<file path="src/rtl/mms_pkg.sv">
`default_nettype none
//==============================================================================
// Module : mms_pkg
// Desc   : Shared MMU widths, Sv32 PTE bit positions, ITLB refill state enum.
// Rev    : 1.0  initial release
//==============================================================================

`ifndef MMS_PKG_DEFINES
`define MMS_PKG_DEFINES
`define ASID_WD 9
`define VPN1_WD 10
`define VPN0_WD 10
`define D_FLIP_FLOP(q, d, rst_val, clk, rstn) \
    always_ff @(posedge clk or negedge rstn) begin \
        if (!rstn) q <= (rst_val); \
        else       q <= (d); \
    end
`endif

package mms_pkg;

    localparam int ASID_W = `ASID_WD;
    localparam int VPN_W  = `VPN1_WD + `VPN0_WD;

    typedef logic [VPN_W-1:0] vpn_t;

    // Sv32 leaf PTE flag positions
    localparam int PTE_V = 0;
    localparam int PTE_R = 1;
    localparam int PTE_W = 2;
    localparam int PTE_X = 3;
    localparam int PTE_G = 5;

    typedef enum logic [2:0] {
        ST_IDLE  = 3'd0,
        ST_REQ   = 3'd1,
        ST_WAIT  = 3'd2,
        ST_WRITE = 3'd3,
        ST_DRAIN = 3'd4
    } itlb_refill_state_e;

    // An instruction page must be valid, executable and not write-only
    function automatic logic pte_fault(input logic [31:0] pte, input logic err);
        return err | ~pte[PTE_V] | ~pte[PTE_X] | (pte[PTE_W] & ~pte[PTE_R]);
    endfunction

endpackage

`default_nettype wire

</file>
<file path="src/rtl/itlb_victim_sel.sv">
`default_nettype none
//==============================================================================
// Module : itlb_victim_sel
// Desc   : ITLB victim choice: lowest invalid entry, else round-robin pointer.
// Rev    : 1.0  initial release
//==============================================================================

module itlb_victim_sel
    import mms_pkg::*;
#(
    parameter int ENTRY_NUM = 8
) (
    input  logic                 clk_i,
    input  logic                 rstn_i,
    input  logic [ENTRY_NUM-1:0] entry_valid_i,
    input  logic                 commit_i,
    output logic [ENTRY_NUM-1:0] victim_oh_o
);

    localparam int IDX_W = $clog2(ENTRY_NUM);

    logic [IDX_W-1:0] r_rr_ptr;
    logic [IDX_W-1:0] w_rr_ptr_nxt;
    logic [IDX_W-1:0] w_free_idx;
    logic [IDX_W-1:0] w_victim_idx;
    logic             w_has_free;

    always_comb begin
        w_free_idx = '0;
        w_has_free = 1'b0;
        for (int i = ENTRY_NUM - 1; i >= 0; i--) begin
            if (!entry_valid_i[i]) begin
                w_free_idx = IDX_W'(i);
                w_has_free = 1'b1;
            end
        end
    end

    assign w_victim_idx = w_has_free ? w_free_idx : r_rr_ptr;
    assign victim_oh_o  = ENTRY_NUM'(1) << w_victim_idx;

    // ENTRY_NUM is a power of two, so natural overflow is the modulo wrap
    assign w_rr_ptr_nxt = (commit_i && !w_has_free) ? r_rr_ptr + IDX_W'(1) : r_rr_ptr;

    `D_FLIP_FLOP(r_rr_ptr, w_rr_ptr_nxt, '0, clk_i, rstn_i)

endmodule

`default_nettype wire

</file>
<file path="src/rtl/itlb_refill_ctrl.sv">
`default_nettype none
//==============================================================================
// Module : itlb_refill_ctrl
// Desc   : ITLB miss refill sequencer: PTW request/response, flush drain, write.
// Rev    : 1.0  initial release
//==============================================================================

module itlb_refill_ctrl
    import mms_pkg::*;
#(
    parameter int ENTRY_NUM = 8
) (
    input  logic                 clk_i,
    input  logic                 rstn_i,
    input  logic                 tlb_flush_i,
    input  logic                 miss_i,
    input  logic [`ASID_WD-1:0]  miss_asid_i,
    input  vpn_t                 miss_vpn_i,
    input  logic [ENTRY_NUM-1:0] entry_valid_i,
    output logic                 ptw_req_valid_o,
    input  logic                 ptw_req_ready_i,
    output logic [`ASID_WD-1:0]  ptw_req_asid_o,
    output vpn_t                 ptw_req_vpn_o,
    input  logic                 ptw_resp_valid_i,
    input  logic [31:0]          ptw_resp_pte_i,
    input  logic                 ptw_resp_err_i,
    output logic [ENTRY_NUM-1:0] entry_we_o,
    output logic [`ASID_WD-1:0]  entry_asid_o,
    output vpn_t                 entry_vpn_o,
    output logic [31:0]          entry_pte_o,
    output logic                 entry_g_o,
    output logic                 busy_o,
    output logic                 refill_done_o,
    output logic                 refill_fault_o
);

    itlb_refill_state_e  r_state,      w_state_nxt;
    logic                r_flush_pend, w_flush_pend_nxt;
    logic [`ASID_WD-1:0] r_asid,       w_asid_nxt;
    vpn_t                r_vpn,        w_vpn_nxt;
    logic [31:0]         r_pte,        w_pte_nxt;
    logic                r_err,        w_err_nxt;
    logic                r_req_valid,  w_req_valid_nxt;
    logic                r_busy,       w_busy_nxt;

    logic                 w_in_write;
    logic                 w_fault;
    logic                 w_commit;
    logic [ENTRY_NUM-1:0] w_victim_oh;

    always_comb begin
        w_state_nxt      = r_state;
        w_flush_pend_nxt = r_flush_pend;
        w_asid_nxt       = r_asid;
        w_vpn_nxt        = r_vpn;
        w_pte_nxt        = r_pte;
        w_err_nxt        = r_err;
        case (r_state)
            ST_IDLE: begin
                if (miss_i) begin
                    w_asid_nxt       = miss_asid_i;
                    w_vpn_nxt        = miss_vpn_i;
                    w_flush_pend_nxt = 1'b0;
                    w_state_nxt      = ST_REQ;
                end
            end
            ST_REQ: begin
                // The request stays up until accepted; a flush only marks it stale
                if (r_req_valid && ptw_req_ready_i) begin
                    w_state_nxt      = (r_flush_pend || tlb_flush_i) ? ST_DRAIN : ST_WAIT;
                    w_flush_pend_nxt = 1'b0;
                end else if (tlb_flush_i) begin
                    w_flush_pend_nxt = 1'b1;
                end
            end
            ST_WAIT: begin
                if (tlb_flush_i) begin
                    w_state_nxt = ptw_resp_valid_i ? ST_IDLE : ST_DRAIN;
                end else if (ptw_resp_valid_i) begin
                    w_pte_nxt   = ptw_resp_pte_i;
                    w_err_nxt   = ptw_resp_err_i;
                    w_state_nxt = ST_WRITE;
                end
            end
            ST_DRAIN: begin
                if (ptw_resp_valid_i) begin
                    w_state_nxt = ST_IDLE;
                end
            end
            ST_WRITE: w_state_nxt = ST_IDLE;
            default:  w_state_nxt = ST_IDLE;
        endcase
    end

    assign w_req_valid_nxt = (w_state_nxt == ST_REQ);
    assign w_busy_nxt      = (w_state_nxt != ST_IDLE);

    `D_FLIP_FLOP(r_state,      w_state_nxt,      ST_IDLE, clk_i, rstn_i)
    `D_FLIP_FLOP(r_flush_pend, w_flush_pend_nxt, 1'b0,    clk_i, rstn_i)
    `D_FLIP_FLOP(r_asid,       w_asid_nxt,       '0,      clk_i, rstn_i)
    `D_FLIP_FLOP(r_vpn,        w_vpn_nxt,        '0,      clk_i, rstn_i)
    `D_FLIP_FLOP(r_pte,        w_pte_nxt,        '0,      clk_i, rstn_i)
    `D_FLIP_FLOP(r_err,        w_err_nxt,        1'b0,    clk_i, rstn_i)
    `D_FLIP_FLOP(r_req_valid,  w_req_valid_nxt,  1'b0,    clk_i, rstn_i)
    `D_FLIP_FLOP(r_busy,       w_busy_nxt,       1'b0,    clk_i, rstn_i)

    // A flush landing on the write cycle still completes the refill, but empty
    assign w_in_write = (r_state == ST_WRITE);
    assign w_fault    = pte_fault(r_pte, r_err);
    assign w_commit   = w_in_write && !tlb_flush_i && !w_fault;

    itlb_victim_sel #(
        .ENTRY_NUM (ENTRY_NUM)
    ) u_victim_sel (
        .clk_i         (clk_i),
        .rstn_i        (rstn_i),
        .entry_valid_i (entry_valid_i),
        .commit_i      (w_commit),
        .victim_oh_o   (w_victim_oh)
    );

    assign ptw_req_valid_o = r_req_valid;
    assign ptw_req_asid_o  = r_asid;
    assign ptw_req_vpn_o   = r_vpn;
    assign entry_we_o      = w_commit ? w_victim_oh : '0;
    assign entry_asid_o    = r_asid;
    assign entry_vpn_o     = r_vpn;
    assign entry_pte_o     = r_pte;
    assign entry_g_o       = r_pte[PTE_G];
    assign busy_o          = r_busy;
    assign refill_done_o   = w_in_write;
    assign refill_fault_o  = w_in_write && !tlb_flush_i && w_fault;

endmodule

`default_nettype wire

</file>
<file path="config.mk">
export PLATFORM = sky130hd
export DESIGN_NAME = itlb_refill_ctrl
export DESIGN_NICKNAME = d
export VERILOG_FILES = /design/src/rtl/mms_pkg.sv /design/src/rtl/itlb_victim_sel.sv /design/src/rtl/itlb_refill_ctrl.sv
export SDC_FILE = /design/constraint.sdc
export NUM_CORES = 1
export LEC_CHECK = 0
export CORE_ASPECT_RATIO = 2
export CORE_UTILIZATION = 43
export CTS_CLUSTER_DIAMETER = 80
export DETAILED_ROUTE_END_ITERATION = 16
export GPL_TIMING_DRIVEN = 1
export PLACE_DENSITY = 0.87
export SETUP_SLACK_MARGIN = 0.02
export SKIP_CTS_REPAIR_TIMING = 1
export SYNTH_ARGS = -nofsm -noshare
export SYNTH_HDL_FRONTEND = slang
export SYNTH_SLANG_ARGS = --single-unit
</file>
<file path="constraint.sdc">
create_clock -name clk_i -period 2.9 [get_ports clk_i]
set_clock_uncertainty 0.05 [all_clocks]
set_input_delay 0.58 -clock clk_i [delete_from_list [all_inputs] [get_ports clk_i]]
set_output_delay 0.58 -clock clk_i [all_outputs]
set_load 0.05 [all_outputs]
</file>
-- Word-level counts from Yosys, hierarchy flattened
Cells that the tools add are included.
- bits in registers: 71
- input bits: 76
- word-level logic and storage cells: 71
- $add $sub $neg: 1
- equality and inequality tests: 7
- shift operators: 1
- muxes and demuxes: 30
- bitwise operators: 8
- reductions and logical operators: 15
- operators with widths (kind ; count):
    two-way mux 3 bit ; 16
    case mux 3 bit (4 select lines) ; 1
    two-way mux 1 bit ; 11
    two-way mux 8 bit ; 1
    << shifter 1 x 3 -> 8 bit (first input constant) ; 1
    equality test 3 x 1 -> 1 bit (second input constant) ; 2
    equality test 3 x 2 -> 1 bit (second input constant) ; 2
    AND reduction 3 bit ; 2
    logical AND 1 bit ; 5
    NOT 1 bit ; 4
    adder 3 x 1 -> 3 bit (second input constant) ; 1
    equality test 3 bit (second input constant) ; 1
    logical NOT 1 bit ; 3
    logical NOT 3 bit ; 1
    inequality test 3 bit (second input constant) ; 1
    OR 1 bit ; 3
    nonzero test 3 bit ; 1
    inequality test 2 bit (second input constant) ; 1
    case mux 1 bit (2 select lines) ; 1
    AND reduction 2 bit ; 1
    nonzero test 2 bit ; 1
    AND 1 bit ; 1
    logical OR 1 bit ; 1

-- Depth between registers and ports, before layout
Gate-level depths: netlist of run 1.
- depth in word-level cells: 11
- depth in mapped cells: 6
- mapped depth without buffers: 4

-- Modules after synthesis
From an unflattened synthesis of run 1, not the netlist that was laid out.
- cell total of the unflattened synthesis: 244
- area, all modules: 3357.0 um^2
- modules (own cells, without submodules) (module ; times used ; cells an instance ; area each (um^2) ; seq. area each (um^2)):
    itlb_refill_ctrl ; 1 ; 206 ; 3051.7 ; 1701.6
    itlb_victim_sel ; 1 ; 38 ; 305.3 ; 75.1

-- Least setup slack after synthesis of run 1
Ideal clock, no wire load.
- path type: register -> output
- start point: register r_pte[2] (netlist: entry_pte_o[2])
- end point: output port entry_we_o[0]
- data arrival time: 2411 ps
- data required time: 2270 ps
- setup slack: -141 ps
- cell stages (with the launch flop): 5
- cells stage by stage: dfrtp_1 -> nor2b_1 -> nor4_4 -> o211ai_1 -> nor3_1
- word-level cells in the longest chain between the ends: 5
- RTL lines (what ; RTL line ; RTL):
    start: declaration ; itlb_refill_ctrl.sv:41 ; logic [31:0] r_pte, w_pte_nxt;
    AND 1 bit ; mms_pkg.sv:44 ; return err | ~pte[PTE_V] | ~pte[PTE_X] | (pte[PTE_W] & ~pte[PTE_R]);
    OR 1 bit ; mms_pkg.sv:44 ;
    logical NOT 1 bit ; itlb_refill_ctrl.sv:110 ; assign w_commit = w_in_write && !tlb_flush_i && !w_fault;
    logical AND 1 bit ; itlb_refill_ctrl.sv:110 ;
    two-way mux 8 bit ; itlb_refill_ctrl.sv:125 ; assign entry_we_o = w_commit ? w_victim_oh : '0;
    end: declaration ; itlb_refill_ctrl.sv:27 ; output logic [ENTRY_NUM-1:0] entry_we_o,
Every way passes these cells.

-- Worst setup path in the final report of run 1
- start point: input port entry_valid_i[7]
- end point: output port entry_we_o[0]
- word-level cells in the longest chain between the ends: 11
- elaborated cells between the ends (all ways): 19
- those cells by class: 1 x shift; 18 x mux
- RTL lines (what ; RTL line ; RTL):
    start: declaration ; itlb_refill_ctrl.sv:19 ; input logic [ENTRY_NUM-1:0] entry_valid_i,
    two-way mux 3 bit / two-way mux 1 bit (equally long branches) (8 in a row) ; itlb_victim_sel.sv:32 ; if (!entry_valid_i[i]) begin
    two-way mux 3 bit * ; itlb_victim_sel.sv:39 ; assign w_victim_idx = w_has_free ? w_free_idx : r_rr_ptr;
    << shifter 1 x 3 -> 8 bit * ; itlb_victim_sel.sv:40 ; assign victim_oh_o = ENTRY_NUM'(1) << w_victim_idx;
    two-way mux 8 bit * ; itlb_refill_ctrl.sv:125 ;
Every way passes the cells marked *; elsewhere a longest branch is shown, timed or not.

==> reports/results.ini, run 1 <==
[timing]
max-slew-margin-rel_pct = 61.6
fin_crit_ns = 2.83
final_hold_viol_count = 0
slew_viol_final = 0
fin_ws_ns = 0.0743
setup_violations = 0
fin_crit_sh_pct = 97.4
max_freq_mhz = 354
hold_slack_ns = 0.195
worst_pin_slew_ns = 0.575

[placement]
dpl.hpwl_um = 6890
portBuffers = 178
post-place-ws_ns = -0.0110
gp_congestion = 0.848

[worst_setup_path]
slowest_stage = clkdlybuf4s50_1
crit_path_max_fanout = 4
rr_worst_depth = 4
critPathCaptureType = output port
cpPeakStageDelay_ns = 0.48
regToRegSetupSlack_ns = 0.98
critPathRequiredTime_ns = 2.27
timing.rr.end = entry_pte_o[15]
criticalPathCategory = input pin to output port
worstReg2RegStart = r_state[0]
crit_top_cell = nor3_2
crit_path_start_kind = input pin
arrival_ns = 2.20
crit_chain = clkdlybuf4s50_1 -> nand4_1 -> nor3_2 -> o211ai_1 -> nor3_2 -> buf_12

[floorplanning]
rows = 45
ios = 179
fp.dieH_um = 127
die_x_um = 64.7
coreArea_mm2 = 0.00760
dieArea_mm2 = 0.00825
start_util_pct = 44.5

[grt]
grt_pass1_vias = 2715
antenna_found_initial = 0
grt_pass1_wl_um = 13900
track_usage_pct = 22.7
grt_max_degree = 31
gr-total-overflow = 0

[cells_and_area]
diodes = 0
final_common_cell = clkdlybuf4s50_1
syn_to_final_growth_pct = 64.7
final_nets = 480
mostFrequentLayoutCells = clkdlybuf4s50_1, dfrtp_1, mux2_4, mux2_1
n_fill_cell = 499
drive_above_1_share_pct = 23.8
fin_util_pct = 73.3

[pwr]
total_power_mw = 7.74
irDropWorstVdd_mv = 0.921
power_density_mw_per_mm2 = 1390
p_leak_nw = 2.54

[clocking]
path_clk_slew_ns = 0.06
cts_tree = yes
htree_levels = 3
cts.path.max_buffers = 2
cts.sinks = 71
clk_latency_ns = 0.32
clock-root-buffer = clkbuf_16
cts_buffers = 9

[logic_synthesis]
synth.distinct_cells = 37
synth.avg_cell_area_um2 = 14.1
syn_inst = 240
synth_area_mm2 = 0.00338
synth_edf_count = 0
synth_warnings = 0
yosysSeqAreaShare_pct = 52.5
synthArstFlopShare_pct = 100
ys.flop_type = dfrtp_1
synthesis.nets = 317
ys_seq_elements = 71

[run_status]
status = finished, final reports clean

[detailed_routing]
viasPerCell = 5.02
num_vias = 2513
routedWlPerCell_um = 18.0
drt-pass1-iter-count = 4
routed_wl_um = 9020
detail-route-antenna-nets = 0
post-route-drc-count = 0
drt_iter0_markers = 81

[job]
drv_cap = 0

[worst_hold_path]
hp-class = input pin to async pin

==> synthesized netlist by cell type (2+ instances only) <==
master	instances	area (um2)
and2_1	2	12.5
mux2_4	40	601
o21ai_0	4	20.0
buf_6	5	56.3
nand3_1	2	10.0
xnor2_1	2	17.5
inv_1	2	7.51
nand4b_1	2	17.5
nand2b_1	2	12.5
mux2_1	17	191
nor3_1	7	35.0
nand4_1	2	12.5
o211ai_1	2	15.0
mux2_2	6	67.6
dfrtp_1	71	1780
buf_4	32	240
a31o_2	2	17.5
nor2b_1	3	18.8
nand2_1	6	22.5
nor2_1	8	30.0
a21oi_1	7	35.0
==> worst max-delay path by stage <==
stage,to,cells after the start,slack (ns),startpoint
finish,entry_we_o[0],6,0.07,entry_valid_i[7]
global route,entry_we_o[4],6,-0.03,entry_valid_i[7]
CTS,entry_we_o[1],6,-0.02,entry_valid_i[5]
detailed placement,entry_we_o[1],6,-0.01,entry_valid_i[5]
global placement,entry_we_o[1],6,0.09,entry_valid_i[4]
floorplan,entry_we_o[1],4,0.11,entry_pte_o[2]
==> critical path, delay by kind of cell <==
kind	cells	cell delay, ns
AND/OR/NAND/NOR	3	0.75
AO/OA/AOI/OAI	1	0.21
buffers and inverters	2	0.65
==> where the power goes <==
group	total [mW]	switching, mW	internal, mW
sequential	1.83	0.378	1.45
clock	1.28	0.395	0.882
combinational	4.63	2.92	1.71
==> per-layer routing <==
metal  share of wire, %  track usage, %  vias to the layer above
met5                  0               0                        -
met4                3.6            13.2                        0
met3                4.0            4.73                       21
met2                 58            41.2                       95
met1                 35            23.1                     1264
li1                   -               -                     1133
==> sequential cells by signal, summed over array words and instances (netlist names) <==
register and count:
entry_pte_o 32, entry_vpn_o 20, entry_asid_o 9, r_state 3, u_victim_sel.r_rr_ptr 3, busy_o 1
ptw_req_valid_o 1, r_err 1, r_flush_pend 1
==> cells by family (layout without fill, tap and decap cells) <==
group | count (synthesis) | count (layout) | synth area share [%]
flops | 71 | 71 | 52.5
buf+inv | 39 | 206 | 8.98
xor+xnor | 2 | 2 | 0.518
simple gates | 40 | 40 | 7.65
fa+ha+maj | 1 | 1 | 0.370
mux | 63 | 63 | 25.4
compound gates | 24 | 24 | 4.58
==> through the flow <==
stage / cells / TNS [ns] / cell area [um2]
6_report: 501 / 0 / 5580
2_1_floorplan: 240 / 0 / 3400
3_3_place_gp: 483 / 0 / 5170
5_1_grt: 501 / -0.0412 / 5580
4_1_cts: 498 / -0.0246 / 5520
3_5_place_dp: 483 / -0.0110 / 5170
==> area by class of cell <==
cell class | count | area (um2) | area share, %
sequential | 71 | 1780 | 31.9
clock inverter | 3 | 90.1 | 1.62
inverter | 2 | 7.51 | 0.135
multi-input combinational | 130 | 1340 | 24.0
timing repair buffer | 189 | 1990 | 35.6
tap | 94 | 118 | 2.11
clock buffer | 12 | 256 | 4.60
No activity file was read; power rests on OpenSTA's default activity.
==> run 2, diff against run 1 <==
--- a/config.mk
+++ b/config.mk
@@ -10,6 +10,7 @@
 export CTS_CLUSTER_DIAMETER = 80
 export DETAILED_ROUTE_END_ITERATION = 16
 export GPL_TIMING_DRIVEN = 1
+export HOLD_SLACK_MARGIN = 0.15
 export PLACE_DENSITY = 0.87
 export SETUP_SLACK_MARGIN = 0.02
 export SKIP_CTS_REPAIR_TIMING = 1
==> results of run 2 <==
Final layout, timing and power as in run 1 (identical DEF).
